`src/rtl/proc_io_queue.sv`:
```
// proc_io_queue: tags proc I/O strobes into a FIFO drained over valid/ready, with sticky drop status.
module proc_io_queue #(
  parameter int DATA_W = 32,
  parameter int DEPTH  = 8,
  parameter int CNT_W  = 8
) (
  input  logic                       clk,
  input  logic                       rst,
  input  logic                       sac,
  input  logic                       snd,
  input  logic                       uad,
  input  logic                       ppu_send,
  input  logic [DATA_W-1:0]          interface_data,
  output logic                       io_stall,
  output logic                       out_valid,
  output logic [1:0]                 out_tag,
  output logic [DATA_W-1:0]          out_data,
  input  logic                       out_ready,
  output logic [$clog2(DEPTH):0]     count,
  output logic                       overflow,
  output logic                       multi_strobe,
  output logic [CNT_W-1:0]           drop_cnt,
  input  logic                       clr_status
);
  localparam int AW = $clog2(DEPTH);
  localparam int CW = AW + 1;
  logic [DATA_W+1:0] mem_q [DEPTH];
  logic [AW-1:0] wr_ptr_q, wr_ptr_d, rd_ptr_q, rd_ptr_d;
  logic [CW-1:0] count_q, count_d;
  logic overflow_q, overflow_d, multi_q, multi_d;
  logic [CNT_W-1:0] drop_q, drop_d, drop_base;
  logic push, pop, full, wr_en, drop;
  logic [1:0] tag;
  always_comb begin
    push      = sac | snd | uad | ppu_send;
    tag       = ppu_send ? 2'd3 : snd ? 2'd1 : sac ? 2'd0 : 2'd2;
    out_valid = count_q != '0;
    pop       = out_valid & out_ready;
    full      = count_q == CW'(DEPTH);
    wr_en     = push & (!full | pop);
    drop      = push & full & !pop;
    wr_ptr_d  = wr_ptr_q + AW'(wr_en);
    rd_ptr_d  = rd_ptr_q + AW'(pop);
    count_d   = count_q + CW'(wr_en) - CW'(pop);
    overflow_d = drop | (!clr_status & overflow_q);
    multi_d   = ($countones({sac, snd, uad, ppu_send}) > 1) | (!clr_status & multi_q);
    drop_base = clr_status ? '0 : drop_q;
    drop_d    = (drop & !(&drop_base)) ? drop_base + CNT_W'(1) : drop_base;
    out_tag   = out_valid ? mem_q[rd_ptr_q][DATA_W+:2] : 2'd0;
    out_data  = out_valid ? mem_q[rd_ptr_q][DATA_W-1:0] : '0;
    io_stall  = count_q >= CW'(DEPTH - 1);
    count     = count_q;
    overflow  = overflow_q;
    multi_strobe = multi_q;
    drop_cnt  = drop_q;
  end
  always_ff @(posedge clk) begin
    if (rst) begin
      wr_ptr_q   <= '0;
      rd_ptr_q   <= '0;
      count_q    <= '0;
      overflow_q <= 1'b0;
      multi_q    <= 1'b0;
      drop_q     <= '0;
    end else begin
      wr_ptr_q   <= wr_ptr_d;
      rd_ptr_q   <= rd_ptr_d;
      count_q    <= count_d;
      overflow_q <= overflow_d;
      multi_q    <= multi_d;
      drop_q     <= drop_d;
    end
  end
  always_ff @(posedge clk) if (wr_en) mem_q[wr_ptr_q] <= {tag, interface_data};
endmodule

```
`config.mk`:
```
export PLATFORM = sky130hd
export DESIGN_NAME = proc_io_queue
export DESIGN_NICKNAME = d
export VERILOG_FILES = /design/src/rtl/proc_io_queue.sv
export SDC_FILE = /design/constraint.sdc
export NUM_CORES = 1
export LEC_CHECK = 0
export CAP_MARGIN = 20
export CELL_PAD_IN_SITES_DETAIL_PLACEMENT = 0
export CELL_PAD_IN_SITES_GLOBAL_PLACEMENT = 2
export CORE_ASPECT_RATIO = 1.75
export CORE_MARGIN = 2
export CORE_UTILIZATION = 45
export CTS_CLUSTER_DIAMETER = 100
export CTS_CLUSTER_SIZE = 25
export DETAILED_ROUTE_END_ITERATION = 10
export PLACE_DENSITY_LB_ADDON = 0.15
export SLEW_MARGIN = 10
export SYNTH_ARGS = -nofsm -noshare
export SYNTH_HDL_FRONTEND = slang
export SYNTH_SLANG_ARGS = --single-unit
```
`constraint.sdc`:
```
create_clock -name clk -period 10.59 [get_ports clk]
set_input_delay 2.118 -clock clk [delete_from_list [all_inputs] [get_ports clk]]
set_output_delay 2.118 -clock clk [all_outputs]
set_load 0.005 [all_outputs]
```
# --- Word-level counts from Yosys, hierarchy flattened ---
# Memory sizes are Yosys's and may differ from the RTL's. A register that Yosys moved wholly into a read port is not among the register bits.
# Index checks and enable logic that the tools add are counted.
word_totals:
  register_bits: 20
  mem_count: 1
  inputBits: 40
  word_cells: 47
  out_inout_bits: 50
  mem_bits_rw: 272
mem_list:
  columns: ["name", "depth", "width", "read_ports", "rd_ports_with_merged_regs", "write_ports", "line", "rtl"]
  rows:
  - ["mem_q", 8, 34, 1, 1, 1, "27", "logic [DATA_W+1:0] mem_q [DEPTH];"]
op_classes:
  n_eq_ne: 1
  reduce_logical: 6
  order_cmp: 2
  add_sub_neg: 8
  n_bitwise: 13
  mux: 10
op_table:
  columns: ["operator", "n"]
  rows:
  - ["2-to-1 mux 32 bit", 1]
  - ["2-to-1 mux 8 bit", 2]
  - ["adder 8 x 1 -> 8 bit, second input constant", 1]
  - ["2-to-1 mux 2 bit", 4]
  - ["AND reduction 8 bit", 1]
  - ["bitwise AND 1 bit", 7]
  - ["adder 3 x 1 -> 3 bit", 2]
  - ["bitwise OR 1 bit", 6]
  - ["adder 1 x 1 -> 2 bit", 2]
  - ["adder 4 x 1 -> 4 bit", 1]
  - ["equality test 4 bit, second input constant", 1]
  - ["greater-or-equal comparator 4 x 3 -> 1 bit, second input constant", 1]
  - ["zero test 1 bit", 4]
  - ["nonzero test 4 bit", 1]
  - ["subtractor 4 x 1 -> 4 bit", 1]
  - ["adder 2 x 2 -> 3 bit", 1]
  - ["greater-than comparator 3 x 1 -> 1 bit, second input constant", 1]
  - ["2-to-1 mux 3 bit", 1]
  - ["2-to-1 mux 1 bit", 2]

# --- Logic depth before layout (Yosys ltp) ---
# Gate-level depths: netlist of the first run.
depth:
  ltp_word: 7
  mapped_depth: 13
  mapped_depth_nobuf: 12

# --- Least setup slack after synthesis of the first run ---
# OpenSTA, ideal clock, no wires.
synth_timing:
  kind: "input to register"
  from: "input sac"
  to: "memory mem_q[0][0] (netlist bit), enable pin"
  cell_stages: 5
  n_path_buf: 0
  setup_ns: 0.510
  arrival_time_ns: 5.944
  slack_ns: 4.135
  required_ns: 10.080
  cell_sequence: "inv_1 ha_1 or3b_2 o21ai_1 nor4_1"
synth_via:
  elab_chain_cells: 6
synth_rtl:
  columns: ["element", "line", "rtl"]
  rows:
  - ["start, declared", "9", "input logic sac,"]
  - ["bitwise OR 1 bit (3 in a row)", "35", "push = sac | snd | uad | ppu_send;"]
  - ["bitwise AND 1 bit", "40", "wr_en = push & (!full | pop);"]
  - ["2-to-1 mux 1 bit", "74", "always_ff @(posedge clk) if (wr_en) mem_q[wr_ptr_q] <= {tag, interface_data};"]
  - ["2-to-1 mux 1 bit (implied by the code)", "74", null]
  - ["end, declared", "27", null]
# No other way between the ends.

==> results.toml, run 1 <==
[synth]
ys.flop_type = "edfxtp_1"
avgSynthCellArea_um2 = 19.81
synthCells = 581
ys_seq_elements = 292
yosysTopAreaCell = "edfxtp_1"
synth_cell_type_count = 45
synthTopCellsByCount = "edfxtp_1 (272), mux4_2 (68), nor2_1 (48)"
yosysTopAreaCellShare_pct = 70.97
synth_edf_count = 272
synth_nets = 636
syn_area_um2 = 11510
ys_seq_area_share_pct = 74.45
synthTopCellsByArea = "edfxtp_1 (71%), mux4_2 (13%), dfxtp_1 (3.5%)"
synth_most_common_cell = "edfxtp_1"
synthArstFlopShare_pct = 0
synth_warnings = 0

[clock_network]
clock-sinks = 292
htreeDepth = 1
clockRootBuffer = "clkbuf_16"
holdBufCountCts = 0
numCtsBuffers = 15
cts_tree = "done"
cts-resized-gates = 0
clock_latency_ns = 0.48
clkTransAtPathRegs_ns = 0.10
cts_buffer_depth = 3
cts_setup_buffers = 0

[power]
combPwrFrac_pct = 31.3
peakVddDrop_uv = 236.2
power.density_nw_per_um2 = 241.5
leakage_nw = 4.074
clkPwrFrac_pct = 18.9
switchingPower_mw = 0.9073
power_mw = 3.196
p_sw_share_pct = 28.38
p_seq_share_pct = 49.8
intPower_mw = 2.289

[run]
maxCapViolations = 0

[floorplanning]
die_x_um = 124.9
die_area_um2 = 26920
floorplan.initialDensity_pct = 45.59
fp-row-count = 77
io_pins = 90
core_um2 = 25240
die_h_um = 215.6

[run_status]
status = "completed"

[global_routing]
grt_max_degree = 70
grt_pass1_wl_mm = 35.76
overflow = 0
first_global_vias = 6135
grtUsageTotal_pct = 17.49
antenna_found_initial = 0

[placement]
place_ws_ns = 5.451
numPortBuffers = 89
gp_congestion = 0.7381
hpwlAfterDp_mm = 13.26

[timing]
setup_violations = 0
skew_ns = 0.01596
worst_slack_ns = 5.071
fin_crit_sh_pct = 52.11
worst_pin_slew_ns = 1.065
hold_viol = 0
fin_setup_tns_ns = 0
post-route-min-period_ns = 5.519
rsz0062_at_grt = "no"
relSlewSlack_pct = 28.98
slew_viol_final = 0
fmax_ghz = 0.1812

[cells_and_area]
fillers = 2078
syn_to_final_growth_pct = 14.99
finalNetCount = 725
n_antenna_cell = 0
drive_gt1_share_pct = 16.81

[worst_setup_path]
criticalPathCategory = "register to output pin"
crit_path_end_kind = "output pin"
cp_max_fo = 46
critPathRequiredTime_ns = 8.47
critPathLaunchType = "register"
cp_data_arrival_time_ns = 3.40

[route]
drc = 0
drt_iter0_drc = 322
dr.pass1.iters = 4
routed-via-count = 5594
postRouteAntennaNets = 0
routed_wl_mm = 23.31
via_per_inst = 5.628
drt-wirelength-per-cell_um = 23.45

[min_path]
hold_class = "register to register"
## per-stage QoR
| stage | hold WS (ns) | utilization (%) | cell area, um^2 | cells |
|---|---|---|---|---|
| final | 0.5195 | 52.43 | 13230 | 994 |
| after floorplan | 0.4853 | - | 11510 | 581 |
| after global routing | 0.5789 | 52.43 | 13230 | 994 |
| after CTS | 0.5337 | 52.43 | 13230 | 994 |
| after detailed placement | 0.5051 | 50.77 | 12820 | 969 |
| after global placement | 0.4828 | 50.77 | 12820 | 969 |
## kinds of logic (layout without fill, tap and decap cells)
logic type      Yosys count  after routing  synth area share (%)
mux                     102            102                 16.26
xor+xnor                  4              4                0.3045
flops                   292            292                 74.45
simple gates            103            103                 4.360
buf+inv                  40            137                 1.435
fa+ha+maj                15             15                 1.761
compound gates           25             25                 1.424
## power groups by stage
stage | logic (mW) | registers (mW) | clock network [mW]
after global routing | 1.09 | 1.62 | 0.665
after floorplan | 0.611 | 1.56 | 0
after CTS | 1.04 | 1.60 | 0.625
after detailed placement | 1.03 | 1.62 | 0
after global placement | 1.02 | 1.61 | 0
final | 1.00 | 1.59 | 0.605
## layout by cell type, fill, tap and decap left out, drive strengths merged, types with 2 or more instances in the layout
cell type / count
edfxtp: 272
clkdlybuf4s50: 89
mux4: 68
nor2: 48
mux2i: 34
clkbuf: 24
dfxtp: 20
nand2: 13
ha: 13
inv: 13
buf: 11
a21oi: 10
nor2b: 9
nor3: 6
nand3: 5
nand2b: 4
o21ai: 4
xnor2: 3
or4: 2
a311oi: 2
a41o: 2
and3: 2
fa: 2
and2: 2
or3b: 2
nor4: 2
or3: 2
## final timing paths
kind | startpoint | endpoint | slack (ns) | cells after the start
setup / recovery | rd_ptr_q[0] | out_data[3] | 5.07 | 5
hold / removal | overflow | overflow | 0.52 | 2
setup reg to reg | count[2] | count[2] | 7.50 | 12
hold reg to reg | overflow | overflow | 0.52 | 2
## worst max-delay path: stages (launching register included)
cell and delay (ns):
dfxtp_4 0.67, buf_4 0.85, mux4_2 0.61, mux2i_1 0.15, nor2_1 0.09, clkdlybuf4s50_1 0.50
## layout make-up
cell class / instances / area [um^2] / area share [%]
tap: 316 / 395.4 / 2.988
timing repair buffer: 100 / 973.4 / 7.356
clock buffer: 24 / 409.1 / 3.092
clock inverter: 1 / 8.758 / 0.06618
sequential: 292 / 8577 / 64.81
multi-input combinational: 249 / 2825 / 21.35
inverter: 12 / 45.04 / 0.3404
## sequential cells by signal (all words and copies together) (netlist names)
register,flops
wr_ptr_q,3
overflow,1
rd_ptr_q,3
multi_strobe,1
drop_cnt,8
count,4
mem_q,272
## metal layers
metal  part of all wire, %  up-vias  GRT usage, %
met2                    57      109         33.46
met5                     0        -             0
met4                   1.3        0         3.815
met3                   3.4       18         2.132
met1                    39     2973         21.06
li1                      -     2494             -
No activity file was read; power rests on OpenSTA's default activity.
==> run 2, diff against run 1 <==
- CORE_UTILIZATION: 45 -> 40
- clock period: 10.59 -> 4.63 ns (I/O delays scaled with it)
==> run 2 against run 1 <==
Compared with the run above:
- cell area up 1.5%
- non-clock buffer count up 5
- first-iteration DRC count is 8.1% higher
- hold slack better by 0.0012 ns
- clock skew grew 0.0011 ns
- via count rose by 0.14%
- power is 130% higher
- utilization fell by 5.4 points
==> results.toml, run 2 (synthesis gave the netlist of run 1 again) <==
[route]
drc = 0
drt-wirelength-per-cell_um = 22.32
routed_wl_mm = 23.68
routed-via-count = 5602
dr.pass1.iters = 5
via_per_inst = 5.280
drt_iter0_drc = 348
postRouteAntennaNets = 0

[cells_and_area]
regMostFlops = "mem_q"
n_antenna_cell = 0
largest_reg_flops = 272
fillers = 2448
final_common_cell = "edfxtp_1"
finalNetCount = 730
multi_input_area_um2 = 2834
drive_gt1_share_pct = 17.42
syn_to_final_growth_pct = 16.68
final_cell_mix = "edfxtp_1 (272), clkdlybuf4s50_1 (89), mux4_2 (68)"
seqCellArea_um2 = 8577

[clock_network]
clock-sinks = 292
clock_latency_ns = 0.50
cts-resized-gates = 0
clkTransAtPathRegs_ns = 0.09
cts_tree = "done"
clockRootBuffer = "clkbuf_16"
holdBufCountCts = 0
numCtsBuffers = 15
cts_setup_buffers = 0
cts_buffer_depth = 3
htreeDepth = 1

[worst_setup_path]
regToRegSetupSlack_ns = 1.59
critPathLaunchType = "register"
crit_path_end_kind = "output pin"
critPathRequiredTime_ns = 3.70
cp_max_fo = 21
reg2reg_from = "count[2]"
criticalPathCategory = "register to output pin"
reg2regPathDepth = 12
r2r_end = "count[2]"
cp_data_arrival_time_ns = 2.90

[global_routing]
overflow = 0
grtUsageTotal_pct = 15.96
antenna_found_initial = 1
grt_pass1_wl_mm = 36.54
grt_max_degree = 37
first_global_vias = 6170

[min_path]
min_from = "overflow"
hold_class = "register to register"
hold-path-cell-count = 2
hold_path_end = "overflow"

[floorplanning]
die_x_um = 132.2
fp-row-count = 82
die_area_um2 = 30200
die_h_um = 228.4
floorplan.initialDensity_pct = 40.35
io_pins = 90
core_um2 = 28520

[power]
peakVddDrop_uv = 420.3
power_mw = 7.356
leakage_nw = 4.122
power.density_nw_per_um2 = 547.8

[placement]
numPortBuffers = 89
hpwlAfterDp_mm = 14.36
gp_congestion = 0.7536

[timing]
post-route-min-period_ns = 3.830
fmax_ghz = 0.2611
rsz0062_at_grt = "no"
skew_ns = 0.01709
worst_pin_slew_ns = 0.9858
slew_viol_final = 0
relSlewSlack_pct = 33.78
fin_setup_tns_ns = 0
setup_violations = 0
fin_crit_sh_pct = 82.73
hold_viol = 0

[run]
maxCapViolations = 0

[run_status]
status = "completed"
run 2: cell types whose count changed in the layout (fill, tap and decap cells not counted):
cell | previous run | this run
buf_12 | 0 | 5
buf_6 | 0 | 2
nor4_4 | 0 | 1
nor4_2 | 1 | 0
buf_4 | 11 | 9
run 2: cell type report:
cell class,instances,share of cell area (%)
clock buffer,24,3.047
clock inverter,1,0.06523
tap,378,3.522
multi-input combinational,249,21.11
sequential,292,63.87
timing repair buffer,105,8.051
inverter,12,0.3354
run 2: report_power, final:
group          switching [mW]  leakage, nW  total [mW]  internal, mW
registers               0.206         2.65        3.61          3.40
clock network           0.781        0.200        1.40         0.619
logic                    1.09         1.27        2.35          1.26
total                    2.08         4.12        7.36          5.28
run 2: how the worst max path moves through the flow:
stage	from	endpoint	depth (start not counted)
after floorplan	sac	mem_q[1][0]	7
after global placement	sac	mem_q[4][20]	7
after detailed placement	sac	mem_q[3][5]	9
after CTS	rd_ptr_q[0]	out_tag[1]	5
after global routing	rd_ptr_q[0]	out_data[27]	5
final	rd_ptr_q[0]	out_tag[1]	5
run 2: metal layers:
metal | routed length (um) | global-route usage [%] | vias up
met4 | 665 | 5.679 | 2
met5 | 13 | 0 | -
met3 | 787 | 2.018 | 33
li1 | - | - | 2513
met2 | 13120 | 30.42 | 100
met1 | 9093 | 18.14 | 2954
run 2: critical path, stage by stage (launching register included):
cell	delay (ns)
dfxtp_4	0.66
buf_4	0.38
mux4_2	0.54
mux2i_1	0.26
nor2_1	0.08
clkdlybuf4s50_1	0.49
run 2: metrics by stage:
step / hold slack [ns] / cells / util [%] / worst slack (ns) / area [um^2]
global placement: 0.4745 / 1034 / 45.53 / 0.6218 / 12990
CTS: 0.5256 / 1061 / 47.08 / 0.7126 / 13430
finish: 0.5207 / 1061 / 47.08 / 0.7997 / 13430
detailed placement: 0.4962 / 1036 / 45.61 / 0.6616 / 13010
floorplan: 0.4853 / 581 / - / 0.1369 / 11510
global route: 0.5930 / 1061 / 47.08 / 0.6189 / 13430
